## config.mk

```make
export PLATFORM = sky130hd
export DESIGN_NAME = dewhiten_deframer
export DESIGN_NICKNAME = d
export VERILOG_FILES = /design/src/rtl/dewhiten_pkg.sv /design/src/rtl/pn9_lfsr.sv /design/src/rtl/dewhiten_deframer.sv
export SDC_FILE = /design/constraint.sdc
export NUM_CORES = 1
export LEC_CHECK = 0
export ABC_AREA = 1
export ABC_CLOCK_PERIOD_IN_PS = 6900
export BUFFER_PORTS_ARGS = -buffer_cell sky130_fd_sc_hd__buf_2
export CORE_ASPECT_RATIO = 1.5
export CORE_MARGIN = 8
export CORE_UTILIZATION = 38
export DETAILED_ROUTE_END_ITERATION = 10
export SLEW_MARGIN = 20
export SYNTH_ARGS = -nofsm -noshare
export SYNTH_HDL_FRONTEND = slang
export SYNTH_SLANG_ARGS = --single-unit
export TNS_END_PERCENT = 30
```

## constraint.sdc

```tcl
create_clock -name clk -period 6.9 [get_ports clk]
set_input_delay 0.345 -clock clk [delete_from_list [all_inputs] [get_ports clk]]
set_output_delay 0.345 -clock clk [all_outputs]
set_load 0.02 [all_outputs]
```

## src/rtl/dewhiten_pkg.sv

```systemverilog
// Shared types and constants for the PHY receive deframer.
// No logic, no latency, no flow control.
package dewhiten_pkg;

    typedef enum logic [1:0] {
        OUT_NONE = 2'd0,
        OUT_PHR  = 2'd1,
        OUT_PSDU = 2'd2,
        OUT_FCS  = 2'd3
    } out_t;

    typedef enum logic [2:0] {
        ST_IDLE,
        ST_PHR0,
        ST_PHR1,
        ST_PSDU,
        ST_FCS,
        ST_DROP
    } state_t;

    localparam int PN9_TAP_A    = 0;
    localparam int PN9_TAP_B    = 5;
    localparam int FCS_TYPE_BIT = 4;
    localparam int DW_BIT       = 3;
    localparam int FCS_LEN_2    = 2;
    localparam int FCS_LEN_4    = 4;

    // One PN9 (x^9+x^5+1) step: output bit is s[0], feedback enters at the top.
    function automatic logic [8:0] pn9_step(input logic [8:0] s);
        return {s[PN9_TAP_A] ^ s[PN9_TAP_B], s[8:1]};
    endfunction

endpackage

```

## src/rtl/pn9_lfsr.sv

```systemverilog
// PN9 whitening sequence generator: load seed, hold, or advance STEP bits per cycle.
// w is combinational from the (possibly just-loaded) state; state updates on the clock edge.
module pn9_lfsr
    import dewhiten_pkg::*;
#(
    parameter int         STEP = 1,
    parameter logic [8:0] SEED = 9'h1FF
) (
    input  logic            clk,
    input  logic            rst_n,
    input  logic            load,
    input  logic            adv,
    output logic [STEP-1:0] w
);

    logic [8:0] lfsr_q, lfsr_d, base, walk;

    always_comb begin
        base = load ? SEED : lfsr_q;
        walk = base;
        w    = '0;
        for (int i = 0; i < STEP; i++) begin
            w[i] = walk[0];
            walk = pn9_step(walk);
        end
        lfsr_d = adv ? walk : base;
    end

    always_ff @(posedge clk or negedge rst_n) begin
        if (!rst_n) lfsr_q <= SEED;
        else        lfsr_q <= lfsr_d;
    end

endmodule

```

## src/rtl/dewhiten_deframer.sv

```systemverilog
// PHY rx deframer: packs IN_W-bit beats to bytes, parses PHR, de-whitens PSDU+FCS, tags bytes.
// Byte outputs registered one cycle after the completing beat; no backpressure, valid-low stalls.
module dewhiten_deframer
    import dewhiten_pkg::*;
#(
    parameter int         IN_W       = 1,
    parameter logic [8:0] PN_SEED    = 9'h1FF,
    parameter bit         PHR_WHITEN = 1'b0,
    parameter int         LEN_W      = 11,
    parameter int         MAX_LEN    = 2047
) (
    input  logic             clk,
    input  logic             rst_n,
    input  logic [IN_W-1:0]  data_in,
    input  logic             data_in_valid,
    input  logic             sof,
    output logic [7:0]       data_out,
    output logic [1:0]       data_out_valid,
    output logic             fcs_end,
    output logic [LEN_W-1:0] frame_len,
    output logic             len_err,
    output logic             abort,
    output logic             busy
);

    localparam int               BEATS     = 8 / IN_W;
    localparam int               CW        = (BEATS > 1) ? $clog2(BEATS) : 1;
    localparam logic [CW-1:0]    LAST_BEAT = CW'(BEATS - 1);
    localparam logic [LEN_W:0]   MAX_L     = (LEN_W+1)'(MAX_LEN);

    state_t           state_q, state_d, cur;
    logic [CW-1:0]    beat_q, beat_d, beat_cur;
    logic [7:0]       sr_q, sr_d, wsr_q, wsr_d, phr0_q, phr0_d;
    logic [LEN_W-1:0] cnt_q, cnt_d, flen_q, flen_d, len_v, fcs_len;
    logic             dw_q, dw_d, fcs2_q, fcs2_d;
    logic [7:0]       out_q, out_d, byte_raw, wbyte, dbyte;
    out_t             code_q, code_d;
    logic             fcs_end_q, fcs_end_d, len_err_q, len_err_d;
    logic             abort_q, abort_d, busy_q, busy_d;
    logic             start, active, take, whiten, adv, byte_done;
    logic [IN_W-1:0]  wbits, wsel;

    // A sof beat is bit 0 of a new frame regardless of what was in flight.
    assign start  = data_in_valid & sof;
    assign active = state_q inside {ST_PHR0, ST_PHR1, ST_PSDU, ST_FCS};
    assign take   = data_in_valid & (sof | active);
    assign cur    = start ? ST_PHR0 : state_q;
    assign whiten = (cur == ST_PHR0 || cur == ST_PHR1) ? PHR_WHITEN : dw_q;
    assign adv    = take & whiten;

    pn9_lfsr #(.STEP(IN_W), .SEED(PN_SEED)) u_pn9 (
        .clk   (clk),
        .rst_n (rst_n),
        .load  (start),
        .adv   (adv),
        .w     (wbits)
    );

    always_comb begin
        beat_cur  = start ? '0 : beat_q;
        wsel      = whiten ? wbits : '0;
        byte_raw  = 8'({data_in, sr_q} >> IN_W);
        wbyte     = 8'({wsel, wsr_q} >> IN_W);
        dbyte     = byte_raw ^ wbyte;
        byte_done = take && (beat_cur == LAST_BEAT);
        len_v     = LEN_W'({phr0_q, dbyte});
        fcs_len   = fcs2_q ? LEN_W'(FCS_LEN_2) : LEN_W'(FCS_LEN_4);

        state_d   = state_q;
        beat_d    = beat_q;
        sr_d      = sr_q;
        wsr_d     = wsr_q;
        cnt_d     = cnt_q;
        phr0_d    = phr0_q;
        dw_d      = dw_q;
        fcs2_d    = fcs2_q;
        flen_d    = flen_q;
        out_d     = '0;
        code_d    = OUT_NONE;
        fcs_end_d = 1'b0;
        len_err_d = 1'b0;
        abort_d   = start & active;
        busy_d    = start | active;

        if (take) begin
            sr_d    = byte_raw;
            wsr_d   = wbyte;
            beat_d  = byte_done ? '0 : beat_cur + CW'(1);
            state_d = cur;
        end

        if (byte_done) begin
            out_d = dbyte;
            case (cur)
                ST_PHR0: begin
                    code_d  = OUT_PHR;
                    phr0_d  = dbyte;
                    dw_d    = dbyte[DW_BIT];
                    fcs2_d  = dbyte[FCS_TYPE_BIT];
                    state_d = ST_PHR1;
                end
                ST_PHR1: begin
                    code_d = OUT_PHR;
                    flen_d = len_v;
                    // The frame must carry at least one PSDU byte beyond its FCS.
                    if (len_v <= fcs_len || {1'b0, len_v} > MAX_L) begin
                        len_err_d = 1'b1;
                        state_d   = ST_DROP;
                    end else begin
                        cnt_d   = len_v - fcs_len;
                        state_d = ST_PSDU;
                    end
                end
                ST_PSDU: begin
                    code_d = OUT_PSDU;
                    cnt_d  = cnt_q - LEN_W'(1);
                    if (cnt_q == LEN_W'(1)) begin
                        cnt_d   = fcs_len;
                        state_d = ST_FCS;
                    end
                end
                ST_FCS: begin
                    code_d = OUT_FCS;
                    cnt_d  = cnt_q - LEN_W'(1);
                    if (cnt_q == LEN_W'(1)) begin
                        fcs_end_d = 1'b1;
                        state_d   = ST_IDLE;
                    end
                end
                default: ;
            endcase
        end
    end

    always_ff @(posedge clk or negedge rst_n) begin
        if (!rst_n) begin
            state_q   <= ST_IDLE;
            beat_q    <= '0;
            sr_q      <= '0;
            wsr_q     <= '0;
            cnt_q     <= '0;
            phr0_q    <= '0;
            dw_q      <= 1'b0;
            fcs2_q    <= 1'b0;
            flen_q    <= '0;
            out_q     <= '0;
            code_q    <= OUT_NONE;
            fcs_end_q <= 1'b0;
            len_err_q <= 1'b0;
            abort_q   <= 1'b0;
            busy_q    <= 1'b0;
        end else begin
            state_q   <= state_d;
            beat_q    <= beat_d;
            sr_q      <= sr_d;
            wsr_q     <= wsr_d;
            cnt_q     <= cnt_d;
            phr0_q    <= phr0_d;
            dw_q      <= dw_d;
            fcs2_q    <= fcs2_d;
            flen_q    <= flen_d;
            out_q     <= out_d;
            code_q    <= code_d;
            fcs_end_q <= fcs_end_d;
            len_err_q <= len_err_d;
            abort_q   <= abort_d;
            busy_q    <= busy_d;
        end
    end

    assign data_out       = out_q;
    assign data_out_valid = code_q;
    assign fcs_end        = fcs_end_q;
    assign frame_len      = flen_q;
    assign len_err        = len_err_q;
    assign abort          = abort_q;
    assign busy           = busy_q;

endmodule
```

==> impl_metrics.tcl <==
set metrics [dict create \
    outcome "complete, no violations" \
    antenna_found_initial 0 \
    postCtsHoldBufs 0 \
    ys.flop_type "dfrtp_1" \
    syn_area_mm2 0.003511 \
    path_class "reg -> reg" \
    final-instance-count-excl-fill 565 \
    routabilityCongestion 0.8594 \
    die_w_um 94.48 \
    grt_max_degree 71 \
    ys_types 37 \
    finalMaxSlewViolations 0 \
    drive_gt1_share_pct 17.66 \
    ctsHtreeMaxLevel 3 \
    drt_iter0_markers 154 \
    clk_path_buf_depth 2 \
    cp-end-kind "flip-flop" \
    rr_startpoint "state_q[2]$_DFF_PN0_" \
    synth_top_area_cell "dfrtp_1" \
    areaGrowthSynthToFinish_pct 14.15 \
    via_per_inst 4.851 \
    p_sw_share_pct 33.44 \
    clk_pin_slew_ps 60 \
    via_count 2741 \
    io_buffers 29 \
    numCtsBuffers 9 \
    final_hold_viol_count 0 \
    relSlewSlack_pct 41.22 \
    power_density_mw_per_mm2 319.0 \
    fmax_ghz 0.3967 \
    die_h_um 133.7 \
    synth_most_common_cell "nand2_1" \
    internal-power_mw 0.8509 \
    drc 0 \
    synth_top_area_share_pct 43.48 \
    power_leakage_nw 2.012 \
    pwr-share-seq_pct 40.5 \
    hp-class "in -> async" \
    cts_setup_buffers 0 \
    nets 460 \
    path_max_fanout 31 \
    startpoint "state_q[2]$_DFF_PN0_" \
    firstDrtPassIters 4 \
    grt_setup_unrepaired "no" \
    grt_usage_pct 13.39 \
    syn_area_per_cell_um2 8.399 \
    post-route-period-util_pct 36.54 \
    cp-start-kind "flip-flop" \
    synthArstFlopShare_pct 100.0 \
    power_frac_clock_pct 32.3 \
    critPathRequiredTime_ps 7170 \
    ys_seq_elements 70 \
    drv_cap 0 \
    clock-sinks 70 \
    power_mw 1.278 \
    grt_pass1_vias 2699 \
    finClkSkew_ps 6.812 \
    synth_commonest_cells "93 x nand2_1, 61 x dfrtp_1, 46 x nor2_1" \
    synth_edf_count 0 \
    yosysWarnings 0 \
    placementRows 43 \
    cts-resized-gates 0 \
    ant_nets 0 \
    power_frac_comb_pct 27.3 \
    routed_wl_um 7846 \
    grt_pass1_wl_um 13100 \
    peakVddDrop_uv 168.9 \
    insertedDiodeCount 0 \
    ys_seq_area_share_pct 50.21 \
    dieArea_mm2 0.01263 \
    switchingPower_mw 0.4275 \
    cts_tree "built" \
    finalSetupTns_ps 0 \
    worst_pin_slew_ps 881.8 \
    placedCellCount 549 \
    cts_root_buf "clkbuf_16" \
    core_area_mm2 0.009146 \
    holdWs_ps 208.9 \
    io_pins 30 \
    synthCells 418 \
    start_util_pct 38.39 \
    worstPathArrival_ps 2790 \
    yosys-top-cells-area "dfrtp_1 43%, nand2_1 9.9%, dfstp_2 6.7%" \
    syn_nets 430 \
    wl_per_cell_um 13.89 \
    globalRoute.totalOverflow 0 \
    clock_latency_ps 340 \
    setup_viol 0 \
    fin_crit_ps 2521 \
    hpwlAfterDp_um 5799 \
]
-- state kept, by name, indices dropped and copies added, names as in the netlist, 2 cells and up --
name,count
beat_q,3
cnt_q,11
data_out,8
data_out_valid,2
frame_len,11
phr0_q,3
sr_q,7
state_q,3
u_pn9.lfsr_q,9
wsr_q,7
-- metrics by stage --
stage          util [%]  worst slack (ps)  cell area (um^2)
3_3_place_gp      40.94              4307              3745
4_1_cts           43.82              4343              4008
2_1_floorplan         -              4738              3511
3_5_place_dp      40.94              4277              3745
5_1_grt           43.82              4059              4008
6_report          43.82              4379              4008
-- cells in the final DEF (no fill, tap or decap), types with 6 or more instances in the layout --
cell and instances:
a21oi_1 16, buf_2 29, clkbuf_16 9, dfrtp_1 61, dfstp_2 9, ha_1 6
inv_1 43, nand2_1 93, nand3_1 20, nor2_1 46, nor3_1 8, o21ai_0 44
xor2_1 9
-- layout make-up --
class / count / area [um^2]
Sequential cell: 70 / 1763
Clock buffer: 15 / 257.7
Fill cell: 927 / 5139
Clock inverter: 1 / 5.005
Timing Repair Buffer: 30 / 152.6
Multi-Input combinational cell: 288 / 1500
Tap cell: 112 / 140.1
Inverter: 49 / 188.9
-- critical path: stages, from the launching register on --
cell and delay (ps):
dfrtp_1 430, inv_2 80, nand2_1 90, nand3_1 100, nand2_1 60, nand2_2 380, nand2_2 340, nor2_2 210
inv_2 190, nand2_2 130, nand2_4 90, inv_6 150, o21ai_0 120, o21ai_2 60
-- metal layers --
layer	part of all wire, %	vias to the layer above	global-route usage (%)
li1	-	1402	-
met1	40	1310	14.52
met2	56	19	23.74
met3	1.6	10	2.534
met4	2.3	0	6.800
met5	0	-	0
-- cells by family after synthesis --
group / count (synthesis) / synth area share, %
and+or+nand+nor: 191 / 23.81
AOI/OAI and AO/OA: 73 / 11.65
DFF: 70 / 50.21
buffers and inverters: 60 / 7.056
xor gates and xnor gates: 12 / 2.994
adders and majority gates: 7 / 2.708
muxes: 5 / 1.568
-- power groups by stage --
stage | sequential, mW | combinational (mW) | clock, mW
5_1_grt | 0.526 | 0.397 | 0.438
3_5_place_dp | 0.524 | 0.352 | 0
4_1_cts | 0.517 | 0.355 | 0.422
2_1_floorplan | 0.516 | 0.251 | 0
3_3_place_gp | 0.523 | 0.349 | 0
6_report | 0.517 | 0.349 | 0.413
-- worst paths after layout --
path / slack (ps) / depth (start not counted) / endpoint
max: 4380 / 13 / cnt_q[5]$_DFFE_PN0P_
min: 210 / 2 / data_out[1]$_DFF_PN0_
max reg2reg: 4380 / 13 / cnt_q[5]$_DFFE_PN0P_
min reg2reg: 480 / 2 / frame_len[4]$_DFFE_PN0P_
max in group asynchronous: 6110 / 2 / cnt_q[3]$_DFFE_PN0P_
min in group clk: 280 / 3 / sr_q[7]$_DFFE_PN0P_
No activity file was read; power rests on OpenSTA's default activity.
